--- config.mk ---
export PLATFORM = sky130hd
export DESIGN_NAME = instr_mem_loader
export DESIGN_NICKNAME = d
export VERILOG_FILES = /design/src/rtl/instr_mem_pkg.sv /design/src/rtl/word_byte_serializer.sv /design/src/rtl/instr_mem_loader.sv
export SDC_FILE = /design/constraint.sdc
export NUM_CORES = 1
export LEC_CHECK = 0
export CORE_MARGIN = 4
export CORE_UTILIZATION = 49
export CTS_CLUSTER_SIZE = 24
export DETAILED_ROUTE_END_ITERATION = 8
export PLACE_DENSITY = 0.79
export SLEW_MARGIN = 20
export SYNTH_ARGS = -nofsm -noshare
export SYNTH_HDL_FRONTEND = slang
export SYNTH_SLANG_ARGS = --single-unit
--- constraint.sdc ---
create_clock -name clk -period 2.4 [get_ports clk]
set_input_delay 0.48 -clock clk [delete_from_list [all_inputs] [get_ports clk]]
set_output_delay 0.48 -clock clk [all_outputs]
set_load 0.02 [all_outputs]
--- src/rtl/instr_mem_pkg.sv ---
// Shared types and sizing for the instruction-memory loader slice.
package instr_mem_pkg;

  localparam int BYTES_PER_WORD = 4;
  localparam int IMEM_DEPTH     = 128;
  localparam int IMEM_ADDR_W    = 7;

  typedef enum logic [1:0] {
    IDLE,
    LOAD,
    WRITE,
    DONE
  } state_e;

endpackage

--- src/rtl/word_byte_serializer.sv ---
// Holds one captured 32-bit word and presents it MSB-first, one byte per advance.
module word_byte_serializer
  import instr_mem_pkg::*;
(
  input  logic        clk,
  input  logic        rst,
  input  logic        load_i,
  input  logic        advance_i,
  input  logic [31:0] word_i,
  output logic [7:0]  byte_o,
  output logic        last_byte_o
);

  localparam logic [1:0] LAST_IDX = 2'(BYTES_PER_WORD - 1);

  logic [31:0] shift_q, shift_d;
  logic [1:0]  byte_idx_q, byte_idx_d;

  // Shifting left keeps the outgoing byte in fixed flop bits, so byte_o needs no mux.
  always_comb begin
    shift_d    = shift_q;
    byte_idx_d = byte_idx_q;
    if (load_i) begin
      shift_d    = word_i;
      byte_idx_d = '0;
    end else if (advance_i) begin
      shift_d    = {shift_q[23:0], 8'h00};
      byte_idx_d = byte_idx_q + 2'd1;
    end
  end

  always_ff @(posedge clk) begin
    if (rst) begin
      shift_q    <= '0;
      byte_idx_q <= '0;
    end else begin
      shift_q    <= shift_d;
      byte_idx_q <= byte_idx_d;
    end
  end

  assign byte_o      = shift_q[31:24];
  assign last_byte_o = (byte_idx_q == LAST_IDX);

endmodule

--- src/rtl/instr_mem_loader.sv ---
// Loads 32-bit instruction words into the byte-wide instruction memory,
// big-endian, one byte per cycle, with overflow detection at the top address.
module instr_mem_loader
  import instr_mem_pkg::*;
#(
  parameter int ADDR_W    = IMEM_ADDR_W,
  parameter int DEPTH     = IMEM_DEPTH,
  parameter int BASE_ADDR = 0
) (
  input  logic              clk,
  input  logic              rst,
  input  logic              start,
  input  logic              word_valid,
  input  logic [31:0]       word_data,
  input  logic              word_last,
  output logic              word_ready,
  output logic              mem_we,
  output logic [ADDR_W-1:0] mem_addr,
  output logic [7:0]        mem_wdata,
  output logic              busy,
  output logic              done,
  output logic              overflow,
  output logic [ADDR_W-2:0] word_count
);

  localparam logic [ADDR_W-1:0] BASE     = ADDR_W'(BASE_ADDR);
  localparam logic [ADDR_W-1:0] TOP_ADDR = ADDR_W'(DEPTH - 1);
  localparam logic [ADDR_W-1:0] ADDR_ONE = ADDR_W'(1);
  localparam logic [ADDR_W-2:0] CNT_ONE  = (ADDR_W - 1)'(1);

  state_e            state_q, state_d;
  logic [ADDR_W-1:0] addr_q, addr_d;
  logic [ADDR_W-2:0] count_q, count_d;
  logic              last_q, last_d;
  logic              ovf_q, ovf_d;
  logic              ready_q, we_q, busy_q, done_q;

  logic              ser_load;
  logic              ser_advance;
  logic [7:0]        ser_byte;
  logic              ser_last_byte;

  word_byte_serializer u_serializer (
    .clk         (clk),
    .rst         (rst),
    .load_i      (ser_load),
    .advance_i   (ser_advance),
    .word_i      (word_data),
    .byte_o      (ser_byte),
    .last_byte_o (ser_last_byte)
  );

  always_comb begin
    state_d     = state_q;
    addr_d      = addr_q;
    count_d     = count_q;
    last_d      = last_q;
    ovf_d       = ovf_q;
    ser_load    = 1'b0;
    ser_advance = 1'b0;

    case (state_q)
      IDLE: begin
        if (start) begin
          state_d = LOAD;
          addr_d  = BASE;
          count_d = '0;
        end
      end

      LOAD: begin
        if (word_valid && ready_q) begin
          ser_load = 1'b0 | 1'b1;
          last_d   = word_last;
          state_d  = WRITE;
        end
      end

      // The final word of a session wins over overflow when both coincide.
      WRITE: begin
        ser_advance = 1'b1;
        addr_d      = addr_q + ADDR_ONE;
        if (ser_last_byte) begin
          count_d = count_q + CNT_ONE;
          if (last_q) begin
            state_d = DONE;
          end else if (addr_q == TOP_ADDR) begin
            state_d = DONE;
            ovf_d   = 1'b1;
          end else begin
            state_d = LOAD;
          end
        end
      end

      DONE: begin
        if (start) begin
          state_d = LOAD;
          addr_d  = BASE;
          count_d = '0;
          ovf_d   = 1'b0;
        end
      end

      default: state_d = IDLE;
    endcase
  end

  // Strobes are registered from the next state so every output comes straight off a flop.
  always_ff @(posedge clk) begin
    if (rst) begin
      state_q <= IDLE;
      addr_q  <= BASE;
      count_q <= '0;
      last_q  <= 1'b0;
      ovf_q   <= 1'b0;
      ready_q <= 1'b0;
      we_q    <= 1'b0;
      busy_q  <= 1'b0;
      done_q  <= 1'b0;
    end else begin
      state_q <= state_d;
      addr_q  <= addr_d;
      count_q <= count_d;
      last_q  <= last_d;
      ovf_q   <= ovf_d;
      ready_q <= (state_d == LOAD);
      we_q    <= (state_d == WRITE);
      busy_q  <= (state_d == LOAD) || (state_d == WRITE);
      done_q  <= (state_d == DONE);
    end
  end

  assign word_ready = ready_q;
  assign mem_we     = we_q;
  assign mem_addr   = addr_q;
  assign mem_wdata  = ser_byte;
  assign busy       = busy_q;
  assign done       = done_q;
  assign overflow   = ovf_q;
  assign word_count = count_q;

endmodule

# After elaboration in Yosys (flattened, before gate mapping)
# Index checks and enable logic that the tools add are counted.
[word_totals]
input_bits = 37
output_inout_bits = 26
latch_bits = 0
mem_count = 0
regBits = 55
word_cells = 60
romBits = 0
ram_bits = 0
[classes]
mul = 0
n_reduce_logical = 12
eq_ne = 13
addsub = 3
shift = 0
bitwise_logic = 0
order_cmp = 0
mux = 21
div_mod_pow = 0
[ops]
columns = ["op", "count"]
rows = [
  ["$mux 32", 2],
  ["$pmux 7 s2", 1],
  ["$mux 6", 2],
  ["$pmux 6 s2", 1],
  ["$eq 2x2->1 const B", 5],
  ["$mux 2", 5],
  ["$ne 2x2->1 const B", 4],
  ["$add 7x1->7 const B", 1],
  ["$eq 7x7->1 const B", 1],
  ["$mux 1", 7],
  ["$mux 7", 1],
  ["$add 6x1->6 const B", 1],
  ["$pmux 2 s3", 1],
  ["$reduce_bool 2->1", 3],
  ["$reduce_and 5->1", 1],
  ["$eq 2x1->1 const B", 2],
  ["$reduce_and 2->1", 2],
  ["$reduce_or 2->1", 2],
  ["$reduce_and 3->1", 1],
  ["$add 2x1->2 const B", 1],
  ["$logic_not 2->1", 1],
  ["$ne 2x1->1 const B", 1],
  ["$pmux 1 s2", 1],
  ["$logic_and 1x1->1", 1],
  ["$logic_or 1x1->1", 1],
]

# Longest topological paths before layout
# Gate-level depths: netlist of run 1.
[logic_depth]
word_depth = 7
ltp_mapped = 10
depth_no_buf = 8

# Modules after synthesis
# A second synthesis of run 1 with hierarchy kept.
[unflattened]
hier_cells = 284
area_unflattened_um2 = 2751.4
[by_module_without_submodules]
columns = ["module", "area_per_inst_um2", "seq_area_each_um2", "cells_per_inst", "instances"]
rows = [
  ["word_byte_serializer", 1574.0, 680.7, 158, 1],
  ["instr_mem_loader", 1177.4, 420.4, 126, 1],
]

# Worst setup path after synthesis of run 1
# OpenSTA, ideal clock, no wires.
[synth_path]
kind = "register -> register"
from = "reg state_q[0]"
to = "reg busy_q, in the netlist busy"
setup_time_ps = 128
t_arrival_ps = 1693
required_ps = 2272
path_buffers = 1
period_less_slack_ps = 1820
path_slack_ps = 580
stages_incl_launch_ff = 10
cell_sequence = "dfxtp_1 > inv_1 > ha_1 > buf_6 > o21ai_0 > a21oi_1 > a31oi_1 > inv_2 > ha_1 > nor2_1"
[synth_via]
elab_chain_cells = 5
word_cells_on_any_way = 12
cone_classes = "eq/ne (5); mux (4); reduce/logical (3)"
[synth_lines]
columns = ["element", "line_no", "source"]
rows = [
  ["start, declared", "instr_mem_loader.sv:31", "state_e state_q, state_d;"],
  ["start signal, assigned", "instr_mem_loader.sv:122", "state_q <= state_d;"],
  ["$eq 2x2->1 / $logic_not 2->1 (equally long branches)", "instr_mem_loader.sv:62", "case (state_q)"],
  ["$reduce_or 2->1 (no source line)", "--", ""],
  ["$pmux 2 s3 (*)", "instr_mem_loader.sv:62", ""],
  ["named net state_d[0]", "instr_mem_loader.sv:31", ""],
  ["$eq 2x1->1 / $eq 2x2->1 (equally long branches)", "instr_mem_loader.sv:129", "busy_q <= (state_d == LOAD) || (state_d == WRITE);"],
  ["$logic_or 1x1->1 (*)", "instr_mem_loader.sv:129", ""],
  ["end signal, assigned", "instr_mem_loader.sv:129", ""],
  ["end, declared", "instr_mem_loader.sv:36", "logic ready_q, we_q, busy_q, done_q;"],
]
# Mark *: on every way through the listed nets, which the timed path passes. The rest lies on a longest branch.
# A chain may end at the register's enable or synchronous reset.

# Worst setup path in the final report of run 1
[layout_path]
from = "reg state_q[0]"
to = "reg done_q, in the netlist done"
[layout_via]
elab_chain_cells = 4
word_cells_on_any_way = 10
cone_classes = "eq/ne (4); mux (4); reduce/logical (2)"
[layout_lines]
columns = ["element", "line_no", "source"]
rows = [
  ["$eq 2x2->1 / $logic_not 2->1 (equally long branches)", "instr_mem_loader.sv:62", ""],
  ["$reduce_or 2->1 (no source line)", "--", ""],
  ["$pmux 2 s3 (*)", "instr_mem_loader.sv:62", ""],
  ["named net state_d[1]", "instr_mem_loader.sv:31", ""],
  ["$eq 2x2->1 (*)", "instr_mem_loader.sv:130", "done_q <= (state_d == DONE);"],
  ["end signal, assigned", "instr_mem_loader.sv:130", ""],
  ["end, declared", "instr_mem_loader.sv:36", ""],
]
# Marks and branches as above.

==> run_results.csv, run 1 <==
group,metric,value,unit
outcome,status,"finished, final reports clean",
sta,relSlewSlack,0.7067,
final_layout,final_cell_mix,"61 x clkdlybuf4s50_1, 55 x dfxtp_1, 37 x nor2_1",
power,p_int,1.486,mW
final_layout,antenna_cells,0,
yosys,yosysWarnings,0,
floorplan,fp.dieW,81.14,um
power,powerDensity,576.9,nW/um^2
sta,setup_viol,0,
power,clock_power_share,0.367,
floorplan,die_h,81.14,um
clocking,clockRootBuffer,"clkbuf_8",
worst_setup_path,reg2reg_depth,8,
sta,rsz0062_at_grt,"false",
flow_run,maxCapViolCount,0,
floorplan,num_rows,26,
sta,worstMarginPinSlew,0.4399,ns
routing,vias,2116,
sta,final.setup_skew,0.009228,ns
yosys,netlist_area,2621,sq um
routing,dr.pass1.iters,4,
yosys,syn_inst,281,
routing,drcViolationCount,0,
sta,fin_setup_tns,0,ns
sta,fin_crit,1.973,ns
power,pwr-share-comb,0.132,
yosys,ys_types,42,
sta,timing.fmax,0.5069,GHz
routing,antenna_left,0,
hold_path,holdPathStages,2,
hold_path,hold_class,"register to register",
yosys,synth-seq-area-share,0.4200,
yosys,ys_ff_latch,55,
clocking,cts_sinks,55,
final_layout,layout-drive-gt1-share,0.07317,
power,max-vdd-ir-drop,0.0003582,V
clocking,clkLatencyLatePin,0.30,ns
worst_setup_path,critical_path_required,2.59,ns
clocking,htreeDepth,2,
clocking,cts_tree,"yes",
routing,drt_iter0_drc,92,
power,power_switching,0.4360,mW
clocking,cts_setup_buffers,0,
worst_setup_path,cp.arrival,2.16,ns
floorplan,core,5140,sq um
global_route,overflow,0,
worst_setup_path,max_stage_delay,0.44,ns
floorplan,start_util,0.5100,
sta,drv_slew,0,
final_layout,area_growth,27.11,%
placement,placed_area,3199,sq um
yosys,post_synth.cell_area_avg,9.328,sq um
placement,place_congestion,0.7644,
routing,via_per_inst,5.317,
sta,post-route-period-util,0.8220,
worst_setup_path,cp_common_cell,"inv_1",
clocking,cts_buffer_depth,2,
yosys,synth_fp_nets,328,
worst_setup_path,cp-end-kind,"register",
worst_setup_path,cp_max_fo,14,
worst_setup_path,startpoint_type,"register",
clocking,clk_pin_slew_worst_paths,0.10,ns
power,switching_share,0.2268,
clocking,cts_hold_buffers,0,
global_route,grt_pass1_vias,1941,
worst_setup_path,slowest_stage,"dfxtp_1",
global_route,track_usage,0.1734,
routing,avgRoutedWirePerCell,13.88,um
final_layout,final_cell_area,3332,sq um
global_route,antenna_found_initial,0,
floorplan,ios,63,
final_layout,final_net_count,374,
worst_setup_path,crit_chain,"inv_1, ha_2, nand2b_1, a31oi_1, a21oi_1, inv_1, ha_1, nor2b_1",
power,seqPwrFrac,0.501,
clocking,cts.repair.resized,0,
placement,dp.final_hpwl,3870,um
floorplan,die_area,6584,sq um
global_route,grt_pass1_wl,8970,um
sta,hold_viol_final,0,
routing,wl,5524,um
final_layout,final_common_cell,"clkdlybuf4s50_1",
clocking,cts_buffers,5,
worst_setup_path,crit_type,"register to register",
placement,portBuffers,62,
power,p_leak,1.146,nW
global_route,grt_start_max_net_pins,58,
[per-stage QoR]
| stage | util | worst slack (ns) | instances | total power, mW | hold slack, ns |
|---|---|---|---|---|---|
| final | 0.6482 | 0.4273 | 398 | 1.922 | 0.4784 |
| after global routing | 0.6482 | 0.3081 | 398 | 2.010 | 0.5153 |
| after CTS | 0.6482 | 0.4274 | 398 | 1.947 | 0.4777 |
| after detailed placement | 0.6224 | 0.2826 | 390 | 1.238 | 0.4632 |
| after global placement | 0.6224 | 0.3452 | 390 | 1.230 | 0.4615 |
| after floorplan | - | 0.5796 | 281 | 1.132 | 0.4461 |
[state kept, by name, indices dropped and copies added, names as in the netlist]
signal	cells
word_ready	1
done	1
state_q	2
mem_addr	7
busy	1
word_count	6
last_q	1
overflow	1
u_serializer.byte_idx_q	2
mem_we	1
u_serializer.shift_q	32
[Yosys cell counts, drive strengths merged]
cell type,count,area share
a41oi,2,0.0067
nor2b,5,0.012
nand2b,3,0.010
xor2,3,0.010
and2b,1,0.0038
a31o,1,0.0033
a211oi,26,0.074
mux2i,27,0.10
nor4,1,0.0024
nand4,3,0.0072
a311oi,2,0.0067
a21oi,14,0.027
o21ai,3,0.0057
inv,6,0.0086
nor4b,1,0.0033
a31oi,5,0.012
nand2,16,0.023
nor3b,1,0.0029
o32ai,1,0.0033
a22oi,1,0.0029
nor2,37,0.053
o21bai,1,0.0029
nand3b,9,0.026
dfxtp,55,0.42
and3,5,0.012
ha,10,0.048
clkbuf,9,0.021
a21o,2,0.0057
buf,18,0.046
mux2,3,0.013
nor3,3,0.0076
xnor2,2,0.0067
or4,1,0.0029
nand3,4,0.0076
[kinds of logic after synthesis]
logic type	share of synthesized area
flops	0.4200
simple gates	0.1737
fa+ha+maj	0.04773
buf+inv	0.07542
mux	0.1160
xor+xnor	0.01671
compound gates	0.1504
[power by group through the flow]
| stage | combinational (mW) | sequential [mW] | clock, mW |
|---|---|---|---|
| CTS | 0.256 | 0.963 | 0.728 |
| floorplan | 0.145 | 0.987 | 0 |
| global route | 0.279 | 0.968 | 0.763 |
| finish | 0.253 | 0.963 | 0.706 |
| detailed placement | 0.254 | 0.984 | 0 |
| global placement | 0.247 | 0.983 | 0 |
[worst max-delay path, delay by kind of cell, from the launching register on]
kind / cells / cell delay, ns
DFF: 1 / 0.44
and+or+nand+nor: 2 / 0.30
adders and majority gates: 2 / 0.61
buffers and inverters: 2 / 0.19
AOI/OAI and AO/OA: 2 / 0.33
[cell type report]
| cell class | count | area, sq um |
|---|---|---|
| multi-input combinational | 193 | 1330 |
| timing repair buffer | 66 | 658.1 |
| tap | 70 | 87.58 |
| clock inverter | 2 | 60.06 |
| inverter | 6 | 22.52 |
| clock buffer | 6 | 72.57 |
| sequential | 55 | 1101 |
| fill | 459 | 1808 |
[metal layers]
layer	part of all wire	global-route usage
met1	0.49	0.2387
met2	0.46	0.2677
met3	0.045	0.03215
met4	0.014	0.06926
met5	0	0
[final timing paths]
path	slack, ns	end	start
worst max-delay path	0.43	done	state_q[0]
worst min-delay path	0.48	last_q	last_q
worst max register to register	0.43	done	state_q[0]
worst min register to register	0.48	last_q	last_q
Note: power is estimated with default switching activity, not from simulation.
==> run 2, diff against run 1 <==
CORE_UTILIZATION = 45   (was 49)
PLACE_DENSITY = 0.76   (was 0.79)
clock period = 1.7 ns   (was 2.4 ns; I/O delays follow)
==> run 2 against run 1 <==
  * Non-clock buffer count grew 15
  * Critical endpoint is now mem_we
  * Clock-buffer cell count fell by 1
  * Largest power group unchanged
  * Wire length is 6.0% higher
  * Utilization shrank 2.0 points
  * Final area increased by 5.0%
  * Critical path depth stayed put
  * Fmax increased by 20%
  * Sequential cell count unchanged
  * Clock skew down 0.0026 ns
  * Sequential power is 41% higher
  * Register-to-register slack got worse by 0.38 ns
==> run_results.csv, run 2 (synthesized netlist as in run 1, its figures left out) <==
group,metric,value,unit
floorplan,die_h,84.32,um
routing,dr.pass1.iters,4,
sta,relSlewSlack,0.6852,
sta,setup_ws,0.05068,ns
power,powerDensity,721.0,nW/um^2
outcome,status,"finished, final reports clean",
clocking,cts_tree,"yes",
routing,avgRoutedWirePerCell,14.11,um
final_layout,final_cell_area,3500,sq um
floorplan,start_util,0.4703,
global_route,grt_pass1_wl,10010,um
final_layout,largest_reg_flops,32,
clocking,clkLatencyLatePin,0.31,ns
global_route,overflow,0,
worst_setup_path,startpoint_type,"register",
final_layout,top_register,"u_serializer.shift_q",
final_layout,area_growth,33.51,%
sta,fin_crit,1.649,ns
worst_setup_path,cp-end-kind,"register",
sta,hold_viol_final,0,
floorplan,num_rows,27,
clocking,cts_buffer_depth,2,
floorplan,ios,63,
worst_setup_path,slowest_stage,"dfxtp_4",
power,max-vdd-ir-drop,0.0005071,V
sta,post-route-period-util,0.9702,
sta,setup_viol,0,
routing,vias,2155,
clocking,cts_buffers,5,
placement,placed_area,3351,sq um
sta,fin_setup_tns,0,ns
global_route,grt_start_max_net_pins,56,
hold_path,hold_class,"input port to register",
worst_setup_path,max_stage_delay,0.39,ns
worst_setup_path,crit_type,"register to register",
placement,detailedPlace.worstSlack,-0.1054,ns
sta,timing.fmax,0.6063,GHz
routing,drcViolationCount,0,
worst_setup_path,r2r_start,"state_q[0]",
flow_run,maxCapViolCount,0,
final_layout,final_net_count,389,
sta,rsz0062_at_grt,"true",
clocking,cts_hold_buffers,0,
sta,final.setup_skew,0.006635,ns
routing,drt_iter0_drc,98,
floorplan,die_area,7110,sq um
routing,antenna_left,0,
sta,worstMarginPinSlew,0.4722,ns
final_layout,antenna_cells,0,
routing,via_per_inst,5.193,
worst_setup_path,reg2reg_to,"mem_we",
floorplan,core,5574,sq um
clocking,clockRootBuffer,"clkbuf_8",
placement,portBuffers,62,
worst_setup_path,cp.arrival,1.83,ns
clocking,cts_sinks,55,
sta,drv_slew,0,
worst_setup_path,crit_chain,"inv_2, ha_4, o21ai_0, a21oi_1, a31oi_2, buf_4, ha_1, nor2b_1",
final_layout,final_cell_mix,"52 x dfxtp_1, 51 x clkdlybuf4s50_1, 37 x nor2_1",
worst_setup_path,ff2ff_setup_slack,0.05,ns
clocking,htreeDepth,2,
hold_path,min_to,"busy",
worst_setup_path,critical_path_required,1.88,ns
final_layout,final_common_cell,"dfxtp_1",
global_route,track_usage,0.1687,
global_route,grt_pass1_vias,2078,
worst_setup_path,reg2reg_depth,8,
clocking,clk_pin_slew_worst_paths,0.10,ns
final_layout,fillerInstances,486,
global_route,antenna_found_initial,0,
placement,place_congestion,0.8403,
hold_path,holdPathStages,2,
routing,wl,5854,um
worst_setup_path,cp_max_fo,8,
placement,dp.final_hpwl,4139,um
floorplan,fp.dieW,84.32,um
power,p_leak,1.311,nW
power,power,2.523,mW
final_layout,layout-drive-gt1-share,0.1429,
hold_path,worstHoldStart,"rst",
[run 2: cell count changes in the layout (fill, tap and decap cells not counted), sizes merged]
cell           previous run  this run
buf                       5        20
bufinv                    2         0
clkbuf                    6         5
clkdlybuf4s50            61        51
clkinv                    0         2
clkinvlp                  0         1
dlygate4sd2               0         7
dlymetal6s2s              0         3
[run 2: metal layers]
metal / share of wire / global-route usage / routed length [um] / up-vias
met5: 0 / 0 / 0 / -
met4: 0.0085 / 0.03947 / 50 / 0
met3: 0.055 / 0.04416 / 321 / 5
met2: 0.46 / 0.2669 / 2710 / 52
met1: 0.47 / 0.2304 / 2771 / 982
li1: - / - / - / 1116
[run 2: critical path, delay by kind of cell, from the launching register on]
family | cells | cell delay, ns
adder cells (fa/ha/maj) | 2 | 0.46
flip-flops | 1 | 0.39
AO/OA/AOI/OAI | 3 | 0.35
buffers and inverters | 2 | 0.20
AND/OR/NAND/NOR | 1 | 0.12
[run 2: how the worst max path moves through the flow]
stage,startpoint,endpoint,slack [ns],cells past startpoint
detailed placement,start,word_ready,-0.11,7
CTS,mem_addr[4],mem_addr[4],0.007,1
global placement,start,busy,-0.07,7
global route,state_q[0],mem_we,-0.02,8
finish,state_q[0],mem_we,0.05,8
floorplan,state_q[0],busy,0.01,10
[run 2: cell type report]
class | instances | area, sq um | share of cell area
tap | 72 | 90.09 | 0.02574
sequential | 55 | 1107 | 0.3164
timing repair buffer | 81 | 807.0 | 0.2306
clock inverter | 3 | 25.02 | 0.007151
multi-input combinational | 193 | 1379 | 0.3940
inverter | 6 | 22.52 | 0.006435
clock buffer | 5 | 68.82 | 0.01966
[run 2: power breakdown]
part	switching, mW	internal, mW	total, mW
combinational	0.200	0.232	0.432
sequential	0.0317	1.33	1.36
clock	0.437	0.295	0.732
total	0.668	1.85	2.52
[run 2: metrics by stage]
stage               utilization  instances  hold slack [ns]
global placement         0.6011        405           0.4639
global route             0.6278        415           0.4851
finish                   0.6278        415           0.4609
CTS                      0.6168        413           0.4635
floorplan                     -        281           0.4461
detailed placement       0.6011        405           0.4715
[run 2: what timing repair did]
action | in CTS | in global routing
setup endpoints to repair | 11 | 10
pin swaps | 0 | 2
resized for setup | 8 | 11
setup buffers | 0 | 2
==> run 3, diff against run 2 <==
ABC_CLOCK_PERIOD_IN_PS = 1700   (was unset)
==> results of run 3 <==
Final layout, timing and power as in run 2 (identical DEF).
